`src/rtl/paddle_input.sv`:
```
// Paddle pushbutton front end: synchronize, debounce, resolve direction, emit move commands.
// Define PADDLE_INPUT_REPEAT_EN for one-cycle strobes with auto-repeat; otherwise outputs follow the held level.
module paddle_input #(
    parameter int unsigned DEBOUNCE_CNT = 4,
    parameter int unsigned REPEAT_DELAY = 32,
    parameter int unsigned REPEAT_RATE  = 4
) (
    input  logic button_clk,
    input  logic rst_n,
    input  logic key_left_n,
    input  logic key_right_n,
    output logic move_left_n,
    output logic move_right_n,
    output logic active
);

    if (DEBOUNCE_CNT < 1 || DEBOUNCE_CNT > 65535) begin : g_bad_debounce
        $error("paddle_input: DEBOUNCE_CNT out of range");
    end
    if (REPEAT_DELAY < 2 || REPEAT_DELAY > 65535) begin : g_bad_delay
        $error("paddle_input: REPEAT_DELAY out of range");
    end
    if (REPEAT_RATE < 2 || REPEAT_RATE > 65535) begin : g_bad_rate
        $error("paddle_input: REPEAT_RATE out of range");
    end

    typedef enum logic [1:0] {
        DIR_NONE  = 2'd0,
        DIR_LEFT  = 2'd1,
        DIR_RIGHT = 2'd2
    } dir_t;

    localparam logic [15:0] DB_LAST = 16'(DEBOUNCE_CNT - 1);

    // Index 0 is the left key, index 1 the right key; all levels active-low.
    logic [1:0]  keys;
    logic [1:0]  sync1;
    logic [1:0]  sync2;
    logic [1:0]  deb;
    logic [15:0] deb_cnt [2];
    dir_t        dir;
    logic        left_nxt;
    logic        right_nxt;
    logic        active_nxt;

    assign keys = {key_right_n, key_left_n};

    always_ff @(posedge button_clk or negedge rst_n) begin
        if (!rst_n) begin
            sync1 <= 2'b11;
            sync2 <= 2'b11;
        end else begin
            sync1 <= keys;
            sync2 <= sync1;
        end
    end

    always_ff @(posedge button_clk or negedge rst_n) begin
        if (!rst_n) begin
            deb <= 2'b11;
            for (int k = 0; k < 2; k++) deb_cnt[k] <= '0;
        end else begin
            for (int k = 0; k < 2; k++) begin
                if (sync2[k] == deb[k]) begin
                    deb_cnt[k] <= '0;
                end else if (deb_cnt[k] == DB_LAST) begin
                    deb[k]     <= sync2[k];
                    deb_cnt[k] <= '0;
                end else if (deb_cnt[k] != 16'hFFFF) begin
                    deb_cnt[k] <= deb_cnt[k] + 16'd1;
                end
            end
        end
    end

    // Both keys pressed cancels out to no direction.
    always_comb begin
        dir = DIR_NONE;
        if (!deb[0] && deb[1]) begin
            dir = DIR_LEFT;
        end else if (deb[0] && !deb[1]) begin
            dir = DIR_RIGHT;
        end
    end

`ifdef PADDLE_INPUT_REPEAT_EN
    // state   | meaning
    // S_IDLE  | no direction held
    // S_FIRE  | one-cycle move strobe for cur_dir
    // S_DELAY | waiting REPEAT_DELAY after the first strobe
    // S_RATE  | waiting REPEAT_RATE between later strobes
    typedef enum logic [1:0] {
        S_IDLE  = 2'd0,
        S_FIRE  = 2'd1,
        S_DELAY = 2'd2,
        S_RATE  = 2'd3
    } state_t;

    localparam logic [15:0] DLY_LAST  = 16'(REPEAT_DELAY - 1);
    localparam logic [15:0] RATE_LAST = 16'(REPEAT_RATE - 1);

    state_t      state;
    state_t      state_nxt;
    dir_t        cur_dir;
    dir_t        cur_dir_nxt;
    logic        first;
    logic        first_nxt;
    logic [15:0] ivl_cnt;
    logic [15:0] ivl_cnt_nxt;

    always_ff @(posedge button_clk or negedge rst_n) begin
        if (!rst_n) begin
            state   <= S_IDLE;
            cur_dir <= DIR_NONE;
            first   <= 1'b1;
            ivl_cnt <= '0;
        end else begin
            state   <= state_nxt;
            cur_dir <= cur_dir_nxt;
            first   <= first_nxt;
            ivl_cnt <= ivl_cnt_nxt;
        end
    end

    always_comb begin
        state_nxt   = state;
        cur_dir_nxt = cur_dir;
        first_nxt   = first;
        ivl_cnt_nxt = ivl_cnt;
        case (state)
            S_IDLE: begin
                if (dir != DIR_NONE) begin
                    state_nxt   = S_FIRE;
                    cur_dir_nxt = dir;
                    first_nxt   = 1'b1;
                end
            end
            S_FIRE: begin
                state_nxt   = first ? S_DELAY : S_RATE;
                ivl_cnt_nxt = '0;
            end
            S_DELAY, S_RATE: begin
                // A new direction wins over an interval expiring on the same edge.
                if (dir == DIR_NONE) begin
                    state_nxt   = S_IDLE;
                    ivl_cnt_nxt = '0;
                end else if (dir != cur_dir) begin
                    state_nxt   = S_FIRE;
                    cur_dir_nxt = dir;
                    first_nxt   = 1'b1;
                end else if (ivl_cnt == ((state == S_DELAY) ? DLY_LAST : RATE_LAST)) begin
                    state_nxt = S_FIRE;
                    first_nxt = 1'b0;
                end else if (ivl_cnt != 16'hFFFF) begin
                    ivl_cnt_nxt = ivl_cnt + 16'd1;
                end
            end
            default: begin
                state_nxt = S_IDLE;
            end
        endcase

        left_nxt   = !(state_nxt == S_FIRE && cur_dir_nxt == DIR_LEFT);
        right_nxt  = !(state_nxt == S_FIRE && cur_dir_nxt == DIR_RIGHT);
        active_nxt = (state_nxt != S_IDLE);
    end
`else
    always_comb begin
        left_nxt   = (dir != DIR_LEFT);
        right_nxt  = (dir != DIR_RIGHT);
        active_nxt = (dir != DIR_NONE);
    end
`endif

    always_ff @(posedge button_clk or negedge rst_n) begin
        if (!rst_n) begin
            move_left_n  <= 1'b1;
            move_right_n <= 1'b1;
            active       <= 1'b0;
        end else begin
            move_left_n  <= left_nxt;
            move_right_n <= right_nxt;
            active       <= active_nxt;
        end
    end

endmodule

```
`config.mk`:
```
export PLATFORM = sky130hd
export DESIGN_NAME = paddle_input
export DESIGN_NICKNAME = d
export VERILOG_FILES = /design/src/rtl/paddle_input.sv
export SDC_FILE = /design/constraint.sdc
export NUM_CORES = 1
export LEC_CHECK = 0
export ABC_AREA = 0
export BUFFER_PORTS_ARGS = -buffer_cell sky130_fd_sc_hd__clkbuf_2
export CAP_MARGIN = 20
export CORE_ASPECT_RATIO = 1.75
export CORE_MARGIN = 5
export CORE_UTILIZATION = 40
export DETAILED_ROUTE_END_ITERATION = 8
export GPL_TIMING_DRIVEN = 0
export PLACE_DENSITY_LB_ADDON = 0.08
export SLEW_MARGIN = 15
export SYNTH_ARGS = -nofsm -noshare
export SYNTH_HDL_FRONTEND = slang
export SYNTH_SLANG_ARGS = --single-unit
export TNS_END_PERCENT = 50
```
`constraint.sdc`:
```
create_clock -name button_clk -period 2.9 [get_ports button_clk]
set_input_delay 0.435 -clock button_clk [delete_from_list [all_inputs] [get_ports button_clk]]
set_output_delay 0.435 -clock button_clk [all_outputs]
set_load 0.1 [all_outputs]
```
==> metrics.md <==
| Metric | Value |
|---|---|
| WS Path Type | `flip-flop to flip-flop` |
| Die area | `~0.0070 mm^2` |
| Hold depth | `1` |
| Final setup violation count | `0` |
| Cell accounting for the most synthesized area | `dfrtp_1` |
| Hold-fix buffers, CTS | `0` |
| Simple-gate area share of the yosys netlist | `28.6%` |
| Cell family with the largest share of critical-path delay | `simple AND/OR/NAND/NOR gates` |
| Clk pin slew, worst setup/hold paths | `~0.090 ns` |
| CTS tree | `yes` |
| Worst Setup Start Kind | `flip-flop` |
| Vias per cell | `approximately 6.4` |
| Xor/xnor share of the synthesized area | `roughly 2.4%` |
| Critical path's largest stage delay | `0.51 ns` |
| Pwr/cell area | `a little over 700 mW/mm^2` |
| Leakage | `0.000911 uW` |
| Initial antenna violation count | `0` |
| Total gr overflow | `0` |
| Top cell type's share of synthesized area | `38.3%` |
| Die Wd | `between 60 and 70 um` |
| RSZ-0062 raised after global routing | `false` |
| Final hold vios | `0` |
| Hold_sp | `key_right_n` |
| Detailed-route DRC error count | `0` |
| Final #Nets | `239` |
| Ys async rst share | `between 90% and 100%` |
| Synth Area in Compound Gates | `between 10 and 15%` |
| Drt total wl | `~5100 um` |
| Mux cell area share after synthesis | `2.44%` |
| Buffers on Ports | `6` |
| Nature of the critical path endpoint | `flip-flop` |
| Post-CTS Resized | `0` |
| Largest family of logic cells by synthesized area | `simple AND/OR/NAND/NOR gates` |
| Post-synth top flop | `dfrtp_1` |
| Hold crit path type | `input pin to flip-flop` |
| Largest net degree at the start of global routing | `between 40 and 50` |
| WP buf/inv | `1` |
| # IOs | `7` |
| Largest cells by area after synthesis | `dfrtp_1 38%, dfstp_2 9.8%, a21oi_1 3.5%` |
| H-tree depth | `2` |
| R2R depth | `6` |
| Reg2Reg Setup Slack | `roughly 0.73 ns` |
| Adder-Cell Fraction of Synth Area | `about 2.3%` |
| Max IR drop VDD | `0.000412 V` |
| Placed Area | `0.00225 mm^2` |
| CP cell instances | `ha_1, nand4_1, nor4_2, buf_2, o21ai_0, a21oi_1` |
| Final instance area | `0.00237 mm^2` |
| Initial core utilization | `41.0%` |
| #FFs+latches synth | `41` |
| Skew final | `0.00720 ns` |
| Post-synth cell types | `between 40 and 50` |
| Max_cap viols | `0` |
| Share of layout cells above drive strength 1 | `16.8%` |
| Tot GR Track Use | `between 10% and 20%` |
| Worst reg2reg startpoint | `deb_cnt[0]$_DFFE_PN0P_` |
| Fillers | `about 540` |
| Max Clock Freq | `460 MHz` |
| Yosys warns | `0` |
| Mapped Nets | `around 230` |
| Clk buf depth | `2` |
| CTS Sinks | `about 40` |
| Die H | `roughly 110 um` |
| Crit path depth | `6` |
| Routed length per instance | `around 18 um` |
| Initial drt markers | `roughly 240` |
| Total iterations of the first detailed-routing run | `4` |
| CORE AREA | `0.00526 mm^2` |
| Critical Path Fanout Max | `10` |
| Normalized max-slew margin | `between 30% and 40%` |
| Status | `finished, final reports clean` |
| Synthesized instance count | `between 200 and 250` |
| Final ANT Viol Nets | `0` |
| Worst-margin pin slew | `0.915 ns` |
| Num rows | `35` |
| Part of the cycle the worst path needs | `approximately three quarters` |
| Worst EP arrival | `about 2.4 ns` |
| Number of synthesized flops with an enable pin | `0` |
| Vias in the first global route | `approximately 1900` |
| Required @ worst endpoint | `around 3.1 ns` |
| Routed via count | `1826` |
| Most common cell after layout, fill and taps aside | `dfrtp_1` |
| Synth-to-Final Area Change | `10.2%` |
| Diode count | `0` |
| Final Slew Violations | `0` |
| Slowest CP cell | `nor4_2` |
| Hold Crit Endpoint | `sync1[1]$_DFF_PN1_` |
| Post-CTS Setup Bufs | `0` |
| Worst-Skew Late Latency | `about 0.29 ns` |
| Most frequent cells in the layout | `33 x dfrtp_1, 17 x nor2_1, 15 x a21oi_1` |
| DP HPWL | `3740 um` |
| Sequential share of the synthesized area | `48.1%` |
| Mean Syn Cell Area | `a little under 10 um^2` |
| Final min period | `~2.2 ns` |
| Cell Area, Synth | `~0.0022 mm^2` |
| FF-to-FF End | `deb_cnt[3]$_DFFE_PN0P_` |
| CTS root buffer | `clkbuf_8` |
| Num CTS Buffers | `5` |
| Placer's final routability congestion estimate | `0.868` |
| Setup_tns | `0 ns` |
| CP startpoint | `deb_cnt[0]$_DFFE_PN0P_` |
| First-pass GRT wire length | `between 8000 and 9000 um` |
==> worst register-to-register path: stages, from the launching register on <==
cell and delay [ns]:
dfrtp_1 0.41, ha_1 0.26, nand4_1 0.30, nor4_2 0.51, buf_2 0.31, o21ai_0 0.14
a21oi_1 0.16
==> report_power, final <==
group | switching [uW] | total, uW | internal [uW]
sequential | 60.1 | 722 | 662
clock | 210 | 490 | 280
combinational | 351 | 467 | 116
total | 622 | 1680 | 1060
==> flip-flops by register name, summed over array words and instances (netlist names) <==
name and count:
move_right_n 1, sync1 2, move_left_n 1, active 1
sync2 2, deb 2, deb_cnt 32
==> per-stage QoR <==
stage                     worst slack [ns]  util [%]  hold WS (ns)  total power (uW)  cells
after floorplan                       1.19         -         0.139              1090    218
after global placement               0.770      42.9         0.346              1190    279
after detailed placement             0.717      42.9         0.347              1210    279
after CTS                            0.692      45.1         0.207              1710    287
after global routing                 0.512      45.1         0.201              1770    287
final                                0.725      45.1         0.217              1680    287
==> cells in the mapped netlist (2+ instances only) <==
cell type,count
ha_1,4
and2_1,2
o41ai_1,2
and3_1,3
a31oi_1,8
nor4b_1,2
inv_1,7
mux2_2,2
o31ai_1,3
mux2i_1,3
nor3_1,14
buf_2,2
or4_1,2
a211oi_1,3
clkbuf_1,3
xor2_1,5
nor4_1,10
nor2_1,17
dfstp_2,8
nand2_1,10
dfrtp_1,33
a21oi_1,15
a311oi_1,4
nand4_1,11
or3_1,6
o21ai_0,7
nand3_1,10
and4_1,5
==> routing by layer <==
metal  vias to the layer above  GRT usage [%]  wire length, um
met1                       919           15.2             1870
met3                        18           2.62              100
li1                        856              -                -
met2                        33           30.3             2930
met4                         0           9.94              223
met5                         -              0                0
==> worst max-delay path by stage <==
stage	endpoint
floorplan	deb_cnt[17]$_DFFE_PN0P_
global placement	deb_cnt[18]$_DFFE_PN0P_
detailed placement	deb_cnt[16]$_DFFE_PN0P_
CTS	deb_cnt[16]$_DFFE_PN0P_
global route	deb_cnt[16]$_DFFE_PN0P_
finish	deb_cnt[3]$_DFFE_PN0P_
==> final cells by class <==
cell class	instances	area, um^2	share of cell area (%)
multi-input cells	162	1050	44.1
flip-flops and latches	41	1040	43.7
clock buffers	6	82.6	3.48
well taps	55	68.8	2.90
plain buffers	8	45.0	1.90
clock inverters	2	37.5	1.58
repair buffers	6	30.0	1.27
inverters	7	26.3	1.11
==> kinds of logic after synthesis <==
logic type,after synthesis
buffers and inverters,15
adders and majority gates,4
AOI/OAI and AO/OA,44
muxes,5
DFF,41
and+or+nand+nor,103
xor gates and xnor gates,6
No activity file was read; power rests on OpenSTA's default activity.
